### config.mk
export PLATFORM = sky130hd
export DESIGN_NAME = int_res_mem_arbiter
export DESIGN_NICKNAME = d
export VERILOG_FILES = /design/src/rtl/int_res_mem_arbiter.sv
export SDC_FILE = /design/constraint.sdc
export NUM_CORES = 1
export LEC_CHECK = 0
export BUFFER_PORTS_ARGS = -buffer_cell sky130_fd_sc_hd__clkbuf_2
export CAP_MARGIN = 15
export CORE_ASPECT_RATIO = 1.25
export CORE_MARGIN = 5
export CORE_UTILIZATION = 45
export DETAILED_ROUTE_END_ITERATION = 6
export PLACE_DENSITY = 0.82
export SLEW_MARGIN = 0
export SYNTH_ARGS = -nofsm -noshare
export SYNTH_HDL_FRONTEND = slang
export SYNTH_SLANG_ARGS = --single-unit
### constraint.sdc
create_clock -name clk -period 9.6 [get_ports clk]
set_input_delay 2.88 -clock clk [delete_from_list [all_inputs] [get_ports clk]]
set_output_delay 2.88 -clock clk [all_outputs]
set_load 0.1 [all_outputs]
### src/rtl/int_res_mem_arbiter.sv
// Two-requester round-robin arbiter onto NUM_BANKS intermediate-result banks, single or double width.
// Optional per-requester stall counters are built when INT_RES_ARB_PERF_CNT_EN is defined.
module int_res_mem_arbiter #(
  parameter int NUM_BANKS  = 4,
  parameter int BANK_WORDS = 14336,
  parameter int N_STO      = 15
) (
  input  logic                         clk,
  input  logic                         rst_n,
  input  logic [1:0]                   req_valid,
  output logic [1:0]                   req_ready,
  input  logic [1:0]                   req_write,
  input  logic [1:0]                   req_width,
  input  logic [31:0]                  req_addr,
  input  logic [4*N_STO-1:0]           req_wdata,
  output logic [1:0]                   rsp_valid,
  output logic [2*N_STO-1:0]           rsp_rdata,
  output logic                         rsp_err,
  output logic [NUM_BANKS-1:0]         bank_en,
  output logic                         bank_we,
  output logic [13:0]                  bank_addr,
  output logic [N_STO-1:0]             bank_wdata,
  input  logic [NUM_BANKS*N_STO-1:0]   bank_rdata,
  output logic [31:0]                  stall_cnt
);

  localparam int DW          = 2 * N_STO;
  localparam int TOTAL_WORDS = NUM_BANKS * BANK_WORDS;

  typedef enum logic [1:0] {IDLE, ACC_HI, ACC_LO, RESP} state_t;

  state_t                 state_q, state_d;
  logic                   ptr_q;
  logic                   err_q;
  logic                   id_q, wr_q, dw_q;
  logic [15:0]            addr_q;
  logic [DW-1:0]          wdata_q;
  logic [N_STO-1:0]       hi_q;
  logic [NUM_BANKS-1:0]   prev_en_q;

  logic [1:0]             grant;
  logic                   grant_id;
  logic                   in_acc;
  logic [16:0]            beat_addr;
  logic [16:0]            beat_quot;
  logic [13:0]            beat_off;
  logic                   beat_err;
  logic [N_STO-1:0]       rd_word;

  function automatic logic signed [DW-1:0] sext_word(input logic signed [N_STO-1:0] w);
    logic signed [DW-1:0] r;
    r = w;
    return r;
  endfunction

  // Grant: preferred requester first, the other one only if the preferred is idle
  always_comb begin
    grant = 2'b00;
    if (state_q == IDLE && rst_n) begin
      if (req_valid[ptr_q])       grant[ptr_q]  = 1'b1;
      else if (req_valid[~ptr_q]) grant[~ptr_q] = 1'b1;
    end
  end

  assign grant_id  = grant[1];
  assign req_ready = grant;

  // Beat decode: the low word of a double access lives at addr+1, possibly in the next bank
  assign in_acc    = (state_q == ACC_HI) || (state_q == ACC_LO);
  assign beat_addr = {1'b0, addr_q} + {16'd0, state_q == ACC_LO};
  assign beat_err  = beat_addr >= 17'(TOTAL_WORDS);
  assign beat_quot = beat_addr / 17'(BANK_WORDS);
  assign beat_off  = 14'(beat_addr % 17'(BANK_WORDS));

  always_comb begin
    for (int b = 0; b < NUM_BANKS; b++) begin
      bank_en[b] = in_acc && !beat_err && (beat_quot == 17'(b));
    end
  end

  assign bank_we    = in_acc && wr_q && !beat_err;
  assign bank_addr  = (in_acc && !beat_err) ? beat_off : 14'd0;
  assign bank_wdata = !bank_we ? '0 :
                      (state_q == ACC_HI && dw_q) ? wdata_q[DW-1:N_STO] : wdata_q[N_STO-1:0];

  // Read word of the previous beat; an out-of-range beat enabled no bank and reads as 0
  always_comb begin
    rd_word = '0;
    for (int b = 0; b < NUM_BANKS; b++) begin
      if (prev_en_q[b]) rd_word |= bank_rdata[b*N_STO +: N_STO];
    end
  end

  assign rsp_valid = (state_q == RESP) ? (id_q ? 2'b10 : 2'b01) : 2'b00;
  assign rsp_err   = (state_q == RESP) && err_q;
  assign rsp_rdata = (state_q != RESP || wr_q) ? '0 :
                     dw_q ? {hi_q, rd_word} : sext_word(rd_word);

  always_comb begin
    state_d = state_q;
    case (state_q)
      IDLE:    if (grant != 2'b00) state_d = ACC_HI;
      ACC_HI:  state_d = dw_q ? ACC_LO : RESP;
      ACC_LO:  state_d = RESP;
      RESP:    state_d = IDLE;
      default: state_d = IDLE;
    endcase
  end

  always_ff @(posedge clk or negedge rst_n) begin
    if (!rst_n) begin
      state_q <= IDLE;
      ptr_q   <= 1'b0;
      err_q   <= 1'b0;
    end else begin
      state_q <= state_d;
      if (grant != 2'b00) begin
        ptr_q <= ~grant_id;
        err_q <= 1'b0;
      end else if (in_acc && beat_err) begin
        err_q <= 1'b1;
      end
    end
  end

  // Payload and read-data capture; qualified by the state machine, so no reset needed
  always_ff @(posedge clk) begin
    if (grant != 2'b00) begin
      id_q    <= grant_id;
      wr_q    <= req_write[grant_id];
      dw_q    <= req_width[grant_id];
      addr_q  <= grant_id ? req_addr[31:16] : req_addr[15:0];
      wdata_q <= grant_id ? req_wdata[2*DW-1:DW] : req_wdata[DW-1:0];
    end
    prev_en_q <= bank_en;
    if (state_q == ACC_LO) hi_q <= rd_word;
  end

`ifdef INT_RES_ARB_PERF_CNT_EN
  logic [15:0] stall_q [2];

  always_ff @(posedge clk or negedge rst_n) begin
    if (!rst_n) begin
      stall_q[0] <= 16'd0;
      stall_q[1] <= 16'd0;
    end else begin
      for (int i = 0; i < 2; i++) begin
        if (req_valid[i] && !req_ready[i] && stall_q[i] != 16'hFFFF)
          stall_q[i] <= stall_q[i] + 16'd1;
      end
    end
  end

  assign stall_cnt = {stall_q[1], stall_q[0]};
`else
  assign stall_cnt = 32'd0;
`endif

endmodule

==> results by group <==
Routing
  • Remaining DRCs: 0
  • Avg WL per Cell: between 15 and 20 µm
  • Detailed Routing Iterations Pass 1: 5
  • Final wirelength: roughly 13000 µm
  • Total number of vias: 4236
  • Antenna-violating nets left: 0
  • DR vias/cell: around 5.3
  • 1st-iter DRT viols: 232

Clock network
  • Hold Buf Count CTS: 0
  • Post-CTS setup buffers: 0
  • Clock Tree Buf Depth: 2
  • Clock slew at reported path FFs: around 0.06 ns
  • Cts bufs inserted: 9
  • CTS root buf: clkbuf_16
  • H-tree Lvls: 3
  • Post-cts resize count: 0
  • Worst-Skew Late Latency: around 0.33 ns
  • Sinks on Clock Net: a little over 70
  • CTS tree: yes

Floorplan
  • Rows: 41
  • DIE HEIGHT: between 100 and 150 µm
  • Core Area: about 10000 µm²
  • Ports: between 200 and 300
  • Initial Util: between 40% and 50%
  • Die W: 99.9 µm
  • Die area: between 10000 and 15000 µm²

Pwr
  • Leak: 0.00274 µW
  • Power per cell area: approximately 340 nW/µm²
  • VDD IR max: approximately 0.25 mV
  • Pwr Total: 2030 µW

Timing
  • Setup TNS: 0 ns
  • RSZ-0062 raised after global routing: false
  • Worst clock skew: between 0.008 and 0.009 ns
  • Pins over their slew limit: 0
  • Final hold vios: 0
  • Final setup violation count: 0
  • Min cycle time layout: 7.49 ns
  • Worst slew margin: roughly 30%
  • Max Clk Rate: around 130 MHz
  • Period utilization: 78.0%
  • Tightest Pin Transition: slightly above 1 ns

Global routing
  • Largest net degree at the start of global routing: between 50 and 60
  • Vias in the first global route: ~4300
  • GRT Total Usage: a little over a fifth
  • Global-route wire length before repair: around 20000 µm
  • Initial antenna violation count: 0
  • Grt total ovfl: 0

Yosys
  • Number of synthesized register bits: 72
  • Syn avg cell area: between 10 and 15 µm²
  • Post-synth cell types: 50
  • Synth async-reset ratio: 5.56%
  • Sequential share of the synthesized area: ~46%
  • Post-synth EDFFs: 64
  • Synthesized area: 4550 µm²
  • Mapped Cells: about 440
  • Synth Warn #: 0
  • Commonest register cell after synthesis: edfxtp_1

Critical path
  • Max FO, Critical Path: 17
  • Worst Path Required: approximately 6.7 ns
  • Worst Path Arrival: between 4 and 5 ns
  • CP startpoint kind: flop
  • Crit path capture type: output pin
  • WS Path Type: flop to output pin

Layout
  • N_diodes: 0
  • # fillers: roughly 830
  • Share of post-route cells with drive strength above 1: 45.8%
  • Final nets: approximately 830
  • Area Growth Syn to Fin: 31.0%

Status
  • Status: completed

Min path
  • Hold WC Path Type: flop to flop

Job
  • MaxCap Viol Count: 0

Placement
  • Final Wtd Congestion: 0.882
  • Quantity of I/O buffers inserted on ports: 228
  • DP HPWL: roughly 11000 µm
## per-layer routing
layer,global-route usage (%),vias up,wire [µm]
met1,22.4,1943,4800
met2,39.6,281,6990
met3,4.89,29,1280
met5,0,-,0
met4,10.2,0,393
li1,-,1983,-
## critical path, stage by stage, from the launching register on
cell and delay, ns:
dfrtp_1 0.42, inv_1 0.13, ha_1 0.67, ha_1 0.32
nand4_1 0.28, nor4_2 0.41, xnor2_1 0.48, o211a_1 0.38
nand2_1 0.39, a21oi_1 0.29, clkbuf_2 0.50
## through the flow
step	util [%]	std cells	instance area, µm²	hold slack, ns	setup WS [ns]
2_1_floorplan	-	475	4670	0.455	1.80
3_3_place_gp	56.6	780	5660	0.478	2.14
3_5_place_dp	56.6	780	5660	0.476	1.99
4_1_cts	59.5	796	5950	0.492	2.00
5_1_grt	59.6	797	5960	0.510	1.67
6_report	59.6	797	5960	0.488	2.11
## cells by family after synthesis
| family | Yosys count | synth area share (%) |
|---|---|---|
| AO/OA/AOI/OAI | 106 | 14.4 |
| other | 1 | 0.0824 |
| buffers and inverters | 76 | 8.99 |
| adder cells (fa/ha/maj) | 10 | 2.67 |
| AND/OR/NAND/NOR | 115 | 12.5 |
| flip-flops | 72 | 46.2 |
| XOR/XNOR | 16 | 3.25 |
| multiplexers | 48 | 11.9 |
## layout by cell type (no fill, tap or decap), drive strengths merged, types with 4 or more instances in the layout
cell type  instances
a21oi             55
a22oi             30
and2               5
clkbuf           237
conb              32
dfrtp              4
dfxtp              4
edfxtp            64
ha                 8
inv               26
mux2              48
nand2             57
nand3              9
nand4              5
nor2              17
nor3               5
nor4               6
o21ai              6
xnor2              8
xor2               8
## Yosys cell counts, types with 2 or more instances
library cell | count | area [µm²]
a22oi_1 | 30 | 225
o21a_1 | 2 | 15.0
o21ai_0 | 5 | 25.0
dfxtp_1 | 4 | 80.1
inv_1 | 22 | 82.6
xnor2_1 | 7 | 61.3
nor4_1 | 4 | 25.0
a211oi_1 | 2 | 15.0
nand4_1 | 4 | 25.0
nand2b_1 | 3 | 18.8
and2_1 | 5 | 31.3
xor2_1 | 8 | 70.1
nand2_1 | 57 | 214
a21oi_1 | 55 | 275
clkbuf_1 | 18 | 67.6
nand3_1 | 9 | 45.0
edfxtp_1 | 64 | 1920
buf_2 | 3 | 15.0
nor2_1 | 17 | 63.8
nor3_1 | 4 | 20.0
o22ai_1 | 2 | 12.5
buf_4 | 32 | 240
mux2_2 | 48 | 541
dfrtp_1 | 4 | 100
ha_1 | 8 | 100
o21bai_1 | 3 | 22.5
## sequential cells by signal, summed over array words and instances (netlist names)
signal,flops
wr_q,1
state_q,2
dw_q,1
ptr_q,1
prev_en_q,4
wdata_q,30
id_q,1
hi_q,15
err_q,1
addr_q,16
## worst paths after layout
check	start	to	slack, ns	cells after the start
hold reg to reg	err_q$_DFFE_PN0P_	err_q$_DFFE_PN0P_	0.49	2
setup / recovery	state_q[0]$_DFFE_PN0P_	bank_wdata[8]	2.11	10
hold / removal	err_q$_DFFE_PN0P_	err_q$_DFFE_PN0P_	0.49	2
max in group asynchronous	rst_n	state_q[0]$_DFFE_PN0P_	7.09	1
min in group asynchronous	rst_n	ptr_q$_DFFE_PN0N_	2.36	1
setup reg to reg	state_q[0]$_DFFE_PN0P_	prev_en_q[2]$_DFF_P_	5.94	10
## power by group
group | switching, µW | leakage [µW] | internal, µW | total, µW
Clock | 141 | 0.000136 | 180 | 322
Combinational | 970 | 0.00193 | 210 | 1180
Sequential | 68.0 | 0.000673 | 456 | 524
Total | 1180 | 0.00274 | 846 | 2030
## cell type report
type / instances / area, µm² / share of cell area (%)
sequential: 72 / 2100 / 35.3
inverter: 23 / 86.3 / 1.45
multi-input combinational: 327 / 2170 / 36.3
clock buffer: 9 / 225 / 3.78
tap: 129 / 161 / 2.71
timing repair buffer: 230 / 1160 / 19.4
clock inverter: 7 / 63.8 / 1.07
Power figures use the tool's default switching activity.
